`src/rtl/mem_access_sequencer.sv`:
```
// mem_access_sequencer: MEM-stage data-memory sequencer.
// Runs one load/store per request, optionally preceded by up to
// MAX_INDIRECT pointer fetches. Drives the data-cache handshake and the
// pipeline stall/done signals. A flush that lands on an unacknowledged
// cache transaction is drained safely before the sequencer goes idle.
module mem_access_sequencer #(
    parameter  int WIDTH        = 16,
    parameter  int MAX_INDIRECT = 1,
    localparam int LANES        = WIDTH / 8,
    localparam int LW           = $clog2(LANES),
    localparam int IW           = $clog2(MAX_INDIRECT + 1)
) (
    input  logic             clk,
    input  logic             rst_n,
    input  logic             req_valid,
    input  logic             req_write,
    input  logic             req_byte,
    input  logic [IW-1:0]    req_indirect,
    input  logic [WIDTH-1:0] req_addr,
    input  logic [WIDTH-1:0] req_wdata,
    input  logic             flush,
    output logic             mem_read,
    output logic             mem_write,
    output logic [LANES-1:0] mem_wmask,
    output logic [WIDTH-1:0] mem_address,
    output logic [WIDTH-1:0] mem_wdata,
    input  logic             mem_resp,
    input  logic [WIDTH-1:0] mem_rdata,
    output logic [WIDTH-1:0] rdata,
    output logic             done,
    output logic             stall
);

    typedef enum logic [1:0] {
        ST_IDLE  = 2'd0,
        ST_CHAIN = 2'd1,
        ST_DRAIN = 2'd2
    } state_e;

    localparam logic [IW-1:0] K_MAX = IW'(MAX_INDIRECT);

    // Requested indirection levels above the supported maximum are clamped.
    function automatic logic [IW-1:0] clamp_levels(input logic [IW-1:0] lv);
        if (lv > K_MAX) begin
            return K_MAX;
        end else begin
            return lv;
        end
    endfunction

    // One-hot byte-lane enable for a byte store.
    function automatic logic [LANES-1:0] lane_onehot(input logic [LW-1:0] lane);
        logic [LANES-1:0] m;
        m       = '0;
        m[lane] = 1'b1;
        return m;
    endfunction

    // Zero-extended byte taken from the selected lane of a word.
    function automatic logic [WIDTH-1:0] lane_zext(input logic [WIDTH-1:0] data,
                                                   input logic [LW-1:0]    lane);
        return {{(WIDTH-8){1'b0}}, data[{lane, 3'b000} +: 8]};
    endfunction

    state_e             state_q, state_d;
    logic [WIDTH-1:0]   ptr_q, ptr_d;
    logic [IW-1:0]      cnt_q, cnt_d;
    logic [WIDTH-1:0]   s_addr_q, s_addr_d;
    logic [WIDTH-1:0]   s_wdata_q, s_wdata_d;
    logic [LANES-1:0]   s_wmask_q, s_wmask_d;
    logic               s_rd_q, s_rd_d;
    logic               s_wr_q, s_wr_d;

    logic [WIDTH-1:0]   cur_addr_s;
    logic [IW-1:0]      cur_k_s;
    logic               acc_rd_s;
    logic               acc_wr_s;
    logic [LANES-1:0]   acc_wmask_s;
    logic [WIDTH-1:0]   acc_wdata_s;

    // State and datapath registers; reset abandons any op without draining.
    always_ff @(posedge clk or negedge rst_n) begin
        if (!rst_n) begin
            state_q   <= ST_IDLE;
            ptr_q     <= '0;
            cnt_q     <= '0;
            s_addr_q  <= '0;
            s_wdata_q <= '0;
            s_wmask_q <= '0;
            s_rd_q    <= 1'b0;
            s_wr_q    <= 1'b0;
        end else begin
            state_q   <= state_d;
            ptr_q     <= ptr_d;
            cnt_q     <= cnt_d;
            s_addr_q  <= s_addr_d;
            s_wdata_q <= s_wdata_d;
            s_wmask_q <= s_wmask_d;
            s_rd_q    <= s_rd_d;
            s_wr_q    <= s_wr_d;
        end
    end

    // Shape of the access for the current step (pointer fetch or final op).
    always_comb begin
        cur_addr_s  = '0;
        cur_k_s     = '0;
        acc_rd_s    = 1'b0;
        acc_wr_s    = 1'b0;
        acc_wmask_s = '0;
        acc_wdata_s = '0;
        if (state_q == ST_CHAIN) begin
            cur_addr_s = ptr_q;
            cur_k_s    = cnt_q;
        end else begin
            cur_addr_s = req_addr;
            cur_k_s    = clamp_levels(req_indirect);
        end
        if (cur_k_s != '0) begin
            // Pointer fetch: always a word read, never a write.
            acc_rd_s = 1'b1;
        end else if (req_write) begin
            acc_wr_s = 1'b1;
            if (req_byte) begin
                acc_wmask_s = lane_onehot(cur_addr_s[LW-1:0]);
                acc_wdata_s = {LANES{req_wdata[7:0]}};
            end else begin
                acc_wmask_s = '1;
                acc_wdata_s = req_wdata;
            end
        end else begin
            acc_rd_s = 1'b1;
        end
    end

    // Next-state and cache/pipeline outputs; all outputs held low in reset.
    always_comb begin
        state_d     = state_q;
        ptr_d       = ptr_q;
        cnt_d       = cnt_q;
        s_addr_d    = s_addr_q;
        s_wdata_d   = s_wdata_q;
        s_wmask_d   = s_wmask_q;
        s_rd_d      = s_rd_q;
        s_wr_d      = s_wr_q;
        mem_read    = 1'b0;
        mem_write   = 1'b0;
        mem_wmask   = '0;
        mem_address = '0;
        mem_wdata   = '0;
        rdata       = '0;
        done        = 1'b0;
        stall       = 1'b0;
        if (!rst_n) begin
            state_d = ST_IDLE;
        end else begin
            case (state_q)
                ST_IDLE, ST_CHAIN: begin
                    if (req_valid) begin
                        mem_read    = acc_rd_s;
                        mem_write   = acc_wr_s;
                        mem_wmask   = acc_wmask_s;
                        mem_address = cur_addr_s;
                        mem_wdata   = acc_wdata_s;
                        if (mem_resp) begin
                            if (flush) begin
                                // Transaction finished under flush: drop the op.
                                state_d = ST_IDLE;
                            end else if (cur_k_s != '0) begin
                                ptr_d   = mem_rdata;
                                cnt_d   = cur_k_s - IW'(1);
                                state_d = ST_CHAIN;
                            end else begin
                                done    = 1'b1;
                                state_d = ST_IDLE;
                                if (req_byte) begin
                                    rdata = lane_zext(mem_rdata, cur_addr_s[LW-1:0]);
                                end else begin
                                    rdata = mem_rdata;
                                end
                            end
                        end else if (flush) begin
                            // Cache is mid-transaction: freeze it and finish it out.
                            s_addr_d  = cur_addr_s;
                            s_wdata_d = acc_wdata_s;
                            s_wmask_d = acc_wmask_s;
                            s_rd_d    = acc_rd_s;
                            s_wr_d    = acc_wr_s;
                            state_d   = ST_DRAIN;
                        end else begin
                            state_d = state_q;
                        end
                    end else if (flush) begin
                        state_d = ST_IDLE;
                    end else begin
                        state_d = state_q;
                    end
                end
                ST_DRAIN: begin
                    mem_read    = s_rd_q;
                    mem_write   = s_wr_q;
                    mem_wmask   = s_wmask_q;
                    mem_address = s_addr_q;
                    mem_wdata   = s_wdata_q;
                    if (mem_resp) begin
                        state_d = ST_IDLE;
                    end else begin
                        state_d = ST_DRAIN;
                    end
                end
                default: begin
                    state_d = ST_IDLE;
                end
            endcase
            stall = (req_valid & ~done) | (state_q == ST_DRAIN);
        end
    end

endmodule

```
`config.mk`:
```
export PLATFORM = sky130hd
export DESIGN_NAME = mem_access_sequencer
export DESIGN_NICKNAME = d
export VERILOG_FILES = /design/src/rtl/mem_access_sequencer.sv
export SDC_FILE = /design/constraint.sdc
export NUM_CORES = 1
export LEC_CHECK = 0
export CORE_MARGIN = 8
export CORE_UTILIZATION = 45
export DETAILED_ROUTE_END_ITERATION = 7
export GPL_TIMING_DRIVEN = 0
export PLACE_DENSITY = 0.81
export RECOVER_POWER = 25
export SLEW_MARGIN = 20
export SYNTH_ARGS = -nofsm -noshare
export SYNTH_HDL_FRONTEND = slang
export SYNTH_SLANG_ARGS = --single-unit
```
`constraint.sdc`:
```
create_clock -name clk -period 2.26 [get_ports clk]
set_clock_uncertainty 0.2 [all_clocks]
set_input_delay 0.452 -clock clk [delete_from_list [all_inputs] [get_ports clk]]
set_output_delay 0.452 -clock clk [all_outputs]
set_load 0.05 [all_outputs]
```
# Word level (Yosys, flattened, before mapping)

Cells that the tools add are included.

Flip-flop bits (word level): 55
Bits in latches: 0
Memory bits (writable): 0
ROM bits: 0
Bits of input ports: 56
Output and inout bits: 54
Logic and storage cells: 82
Memories kept: 0

Add/sub/neg operators: 1
$mul: 0
Divide/modulo/power cells: 0
$lt $le $gt $ge: 3
Equal/unequal tests: 4
Shift-type cells: 1
Muxes and demuxes: 54
Bitwise gates (word level): 5
Reduce and logical (&&, ||, !) cells: 6

Operators by type and width:

| operator                                                   | number |
|---|---|
| 2-to-1 mux 16 bit                                          | 15 |
| one-hot mux 16 bit (2 select lines)                        | 2 |
| 2-to-1 mux 2 bit                                           | 11 |
| 2-to-1 mux 1 bit                                           | 21 |
| indexed part select 16 x 5 -> 8 bit                        | 1 |
| inequality test 4 bit, second input constant               | 2 |
| one-hot mux 2 bit (2 select lines)                         | 2 |
| AND reduction 6 bit                                        | 1 |
| AND reduction 5 bit                                        | 1 |
| one-hot mux 1 bit (2 select lines)                         | 2 |
| NOT 1 bit                                                  | 3 |
| == test 2 x 1 -> 1 bit, second input constant              | 1 |
| == test 2 bit, second input constant                       | 1 |
| logical NOT 2 bit                                          | 1 |
| less-than comparator 1 x 2 -> 1 bit, second input constant | 1 |
| AND reduction 2 bit                                        | 1 |
| OR reduction 2 bit                                         | 1 |
| AND 1 bit                                                  | 1 |
| demux 1 bit (select 1 bit)                                 | 1 |
| greater-or-equal comparator 1 bit, second input constant   | 1 |
| > comparator 1 bit, second input constant                  | 1 |
| logical AND 1 bit                                          | 1 |
| OR 1 bit                                                   | 1 |
| subtractor 1 bit, second input constant                    | 1 |

# Logic depth before layout (Yosys ltp)

Depth after elaboration: 13
Depth in mapped cells: 6
Gate-level depth less buffers: 4

# Least setup slack after synthesis

No wires, ideal clock.

Path type: register -> output
Start: reg state_q[1]
End: out mem_address[10]
Arrival time: 2,185 ps
Required time: 1,608 ps
Path slack: -577 ps
Stages on the path, launching flop included: 6
Path buffers: 2
Path through: dfrtp_1 -> nand2b_1 -> buf_4 -> buf_2 -> mux2i_1 -> o21ai_0

Cells in the longest elaborated chain, start to end: 5
Elaborated cells on any way between the ends: 8
Classes of those cells: eq/ne: 2; mux: 4; reduce/logical: 2

Ends and longest elaborated chain:

| item                                    | RTL line | source |
|---|---|---|
| start, declared                         | 65       | `state_e state_q, state_d;` |
| start signal, assigned                  | 93       | `state_q <= state_d;` |
| == test 2 x 1 -> 1 bit                  | 112, 157 |  |
| 2-to-1 mux 16 bit                       | 112      | `if (state_q == ST_CHAIN) begin` |
| 2-to-1 mux 16 bit                       | 159      | `if (req_valid) begin` |
| one-hot mux 16 bit (2 select lines) (*) | 157      | `case (state_q)` |
| 2-to-1 mux 16 bit (*)                   | 154      | `if (!rst_n) begin` |
| end, declared                           | 25       | `output logic [WIDTH-1:0] mem_address,` |

Every way passes the cells marked *; elsewhere a longest branch is shown, timed or not.

# Final worst setup path

Start: reg state_q[1]
End: out rdata[1]

Cells in the longest elaborated chain, start to end: 10
Elaborated cells on any way between the ends: 13
Classes of those cells: eq/ne: 1; shift: 1; mux: 9; reduce/logical: 2

Ends and longest elaborated chain:

| item                                | RTL line | source |
|---|---|---|
| == test 2 x 1 -> 1 bit              | 112, 157 |  |
| 2-to-1 mux 16 bit                   | 112      |  |
| indexed part select 16 x 5 -> 8 bit | 62       | `return {{(WIDTH-8){1'b0}}, data[{lane, 3'b000} +: 8]};` |
| 2-to-1 mux 16 bit                   | 176      | `if (req_byte) begin` |
| 2-to-1 mux 16 bit                   | 169      | `end else if (cur_k_s != '0) begin` |
| 2-to-1 mux 16 bit                   | 166      | `if (flush) begin` |
| 2-to-1 mux 16 bit                   | 165      | `if (mem_resp) begin` |
| 2-to-1 mux 16 bit                   | 159      |  |
| 2-to-1 mux 16 bit (*)               | 157      |  |
| 2-to-1 mux 16 bit (*)               | 154      |  |
| end, declared                       | 29       | `output logic [WIDTH-1:0] rdata,` |

Marks and branches as above.

==> flow_summary.json <==
{
  "fp-row-count": 29,
  "timing.final.ws_setup_ns": -0.4848,
  "timing.rr.end": "s_addr_q[0]$_DFFE_PN0P_",
  "synthesis.area_mm2": 0.003005,
  "worst-r2r-cell-count": 10,
  "grt_overflow": 0,
  "timing.fmax_mhz": 364.3,
  "cts-root-buf": "clkbuf_8",
  "clk_latency_ns": 0.32,
  "ant_nets": 0,
  "synthMuxAreaShare_pct": 17.74,
  "max_cap_viol_count": 0,
  "status": "finished, violations left",
  "worstPathMaxFanout": 9,
  "dieArea_mm2": 0.009549,
  "cts_buffers": 5,
  "seq_area_frac_synth_pct": 45.80,
  "route.detailed.drc": 0,
  "powerDensity_mw_per_mm2": 491.5,
  "yosysTopAreaCellShare_pct": 45.80,
  "worstSetupEndpoint": "rdata[1]",
  "synth-compound-area-share_pct": 18.78,
  "vias": 3317,
  "slew_headroom_pct": 12.35,
  "slew_violations": 0,
  "routedWlPerCell_um": 25.09,
  "synth_seq_cells": 55,
  "layout-drive-gt1-share_pct": 50.22,
  "core_area_mm2": 0.006422,
  "synth_top_family_by_area": "compound AO/OA/AOI/OAI gates",
  "h-tree-depth": 2,
  "instances_no_fill": 533,
  "fill_cells": 324,
  "initial_core_util_pct": 46.80,
  "clock_sinks": 55,
  "drt_wl_total_um": 13370,
  "critPathCaptureType": "output pin",
  "first_pass_iters": 5,
  "avgViaCountPerCell": 6.223,
  "cts_max_path_buffers": 2,
  "critPathKind": "reg -> out",
  "setup_viol": 90,
  "cp-startpoint": "state_q[1]$_DFFE_PN0P_",
  "multi_input_area_mm2": 0.001986,
  "post-dp-hpwl_um": 7157,
  "power_leakage_nw": 2.382,
  "reg2reg_slack_ns": -0.39,
  "yosys.area_share.simple_pct": 14.24,
  "synth.distinct_cells": 35,
  "yosysWarnings": 0,
  "port_buffers": 109,
  "syn_nets": 357,
  "seqCellArea_mm2": 0.001379,
  "reg2reg_from": "state_q[1]$_DFFE_PN0P_",
  "synth_area_per_cell_um2": 9.985,
  "finalHoldViolations": 0,
  "yosys.area.top_type": "dfrtp_1",
  "synth_fa_ha_area_share_pct": 0,
  "ios": 110,
  "synth_area_leaders": "dfrtp_1, mux2_2, mux2i_1",
  "cts_tree": "done",
  "peakVddDrop_uv": 441.3,
  "layout_commonest_cell": "dfrtp_1",
  "hp-class": "reg -> reg",
  "design_area_mm2": 0.005374,
  "critPathRequiredTime_ns": 1.61,
  "pre_cts_slack_ns": -2.126,
  "final_cell_mix": "dfrtp_1, clkdlybuf4s50_1, buf_6",
  "synth_xor_area_share_pct": 0,
  "clk_pin_slew_ns": 0.10,
  "grt_pass1_wl_um": 19130,
  "grt.total_usage_pct": 25.10,
  "tightest_slew_ns": 1.313,
  "grt_pass1_vias": 3498,
  "nNetsFinal": 513,
  "drt_iter0_drc": 248,
  "grt_max_degree": 29,
  "crit_path_start_kind": "flip-flop",
  "violations": "setup timing",
  "die-height_um": 97.72,
  "rsz0062_at_grt": "yes",
  "antenna_found_initial": 0,
  "place.gp.congestion": 0.8736,
  "die_w_um": 97.72,
  "diodes": 0,
  "place_area_mm2": 0.004380,
  "critPathArrivalTime_ns": 2.09,
  "areaGrowthSynthToFinish_pct": 78.81,
  "synthCells": 301,
  "fin_crit_sh_pct": 121.5,
  "place_inst": 487,
  "layout_min_cycle_time_ns": 2.745,
  "fin_util_pct": 83.67
}
==> routing by layer <==
layer / GRT usage, % / up-vias / routed length (um)
met1: 29.28 / 1687 / 5082
met3: 4.298 / 57 / 793
li1: - / 1381 / -
met2: 43.12 / 192 / 6911
met5: 0 / - / 0
met4: 13.19 / 0 / 587
==> Yosys cell counts <==
master	n
and2_1	10
dfrtp_1	55
inv_1	3
a22oi_1	16
o2111a_1	1
mux2i_4	1
a21oi_1	5
nand3b_1	1
nand4b_2	1
nor2b_2	1
buf_2	5
a21boi_2	1
and2b_1	1
a21bo_2	1
nand2_1	43
nand2b_1	2
nor2b_1	3
a32o_1	1
a31oi_1	1
o21ai_0	33
a21o_1	2
nor2_4	1
a22o_1	16
nor2_1	27
o2111ai_2	1
o211ai_2	1
nor3b_1	2
o31ai_1	1
mux2_2	24
mux2i_1	24
a211oi_1	2
buf_4	2
buf_6	1
nor2_2	1
clkbuf_1	11
==> critical path: stages, from the launching register on <==
cell,delay [ns]
dfrtp_2,0.48
and2b_2,0.31
mux2i_4,0.27
buf_12,0.18
mux2i_1,0.26
nor2_2,0.05
buf_2,0.21
==> where the power goes <==
part / total (mW) / switching (mW) / internal (mW)
Sequential: 1.28 / 0.127 / 1.15
Clock: 0.530 / 0.322 / 0.208
Combinational: 0.834 / 0.430 / 0.404
==> metrics by stage <==
step           setup TNS, ns  hold WS [ns]  total power, mW
2_1_floorplan         -6.379      -0.04359            1.629
3_3_place_gp         -373.20        0.2617            1.868
3_5_place_dp         -108.69        0.2698            1.893
4_1_cts               -13.57        0.2892            2.499
5_1_grt               -33.58        0.3115            2.730
6_report              -28.25        0.2904            2.641
==> registers in the layout, summed over array words and instances (netlist names) <==
| register | count |
|---|---|
| s_wdata_q | 16 |
| s_wr_q | 1 |
| ptr_q | 16 |
| state_q | 2 |
| cnt_q | 1 |
| s_rd_q | 1 |
| s_wmask_q | 2 |
| s_addr_q | 16 |
==> repair_timing <==
item	4_1_cts	5_1_grt
buffers inserted	22	12
gates resized for setup	462	52
pin swaps	27	17
hold endpoints to repair	55	0
gates cloned	3	1
hold buffers	3	0
endpoints found under the setup margin	101	99
==> logic make-up after synthesis <==
kind of cell | Yosys count
simple gates | 93
compound gates | 82
mux | 49
buf+inv | 22
flops | 55
==> layout make-up <==
| cell class | instances | area share (%) |
|---|---|---|
| Sequential cell | 55 | 25.66 |
| Tap cell | 77 | 1.793 |
| Clock buffer | 6 | 1.350 |
| Multi-Input combinational cell | 224 | 36.95 |
| Inverter | 3 | 0.2095 |
| Buffer | 19 | 3.842 |
| Timing Repair Buffer | 149 | 30.20 |
==> how the worst min path moves through the flow <==
stage | from | to | slack (ns) | cells past startpoint
2_1_floorplan | rst_n | cnt_q$_DFFE_PN0P_ | -0.04 | 0
3_3_place_gp | s_wmask_q[1]$_DFFE_PN0P_ | s_wmask_q[1]$_DFFE_PN0P_ | 0.26 | 1
3_5_place_dp | s_addr_q[9]$_DFFE_PN0P_ | s_addr_q[9]$_DFFE_PN0P_ | 0.27 | 2
4_1_cts | s_addr_q[9]$_DFFE_PN0P_ | s_addr_q[9]$_DFFE_PN0P_ | 0.29 | 2
5_1_grt | s_wmask_q[1]$_DFFE_PN0P_ | s_wmask_q[1]$_DFFE_PN0P_ | 0.31 | 1
6_report | s_addr_q[13]$_DFFE_PN0P_ | s_addr_q[13]$_DFFE_PN0P_ | 0.29 | 2
No activity file was read; power rests on OpenSTA's default activity.
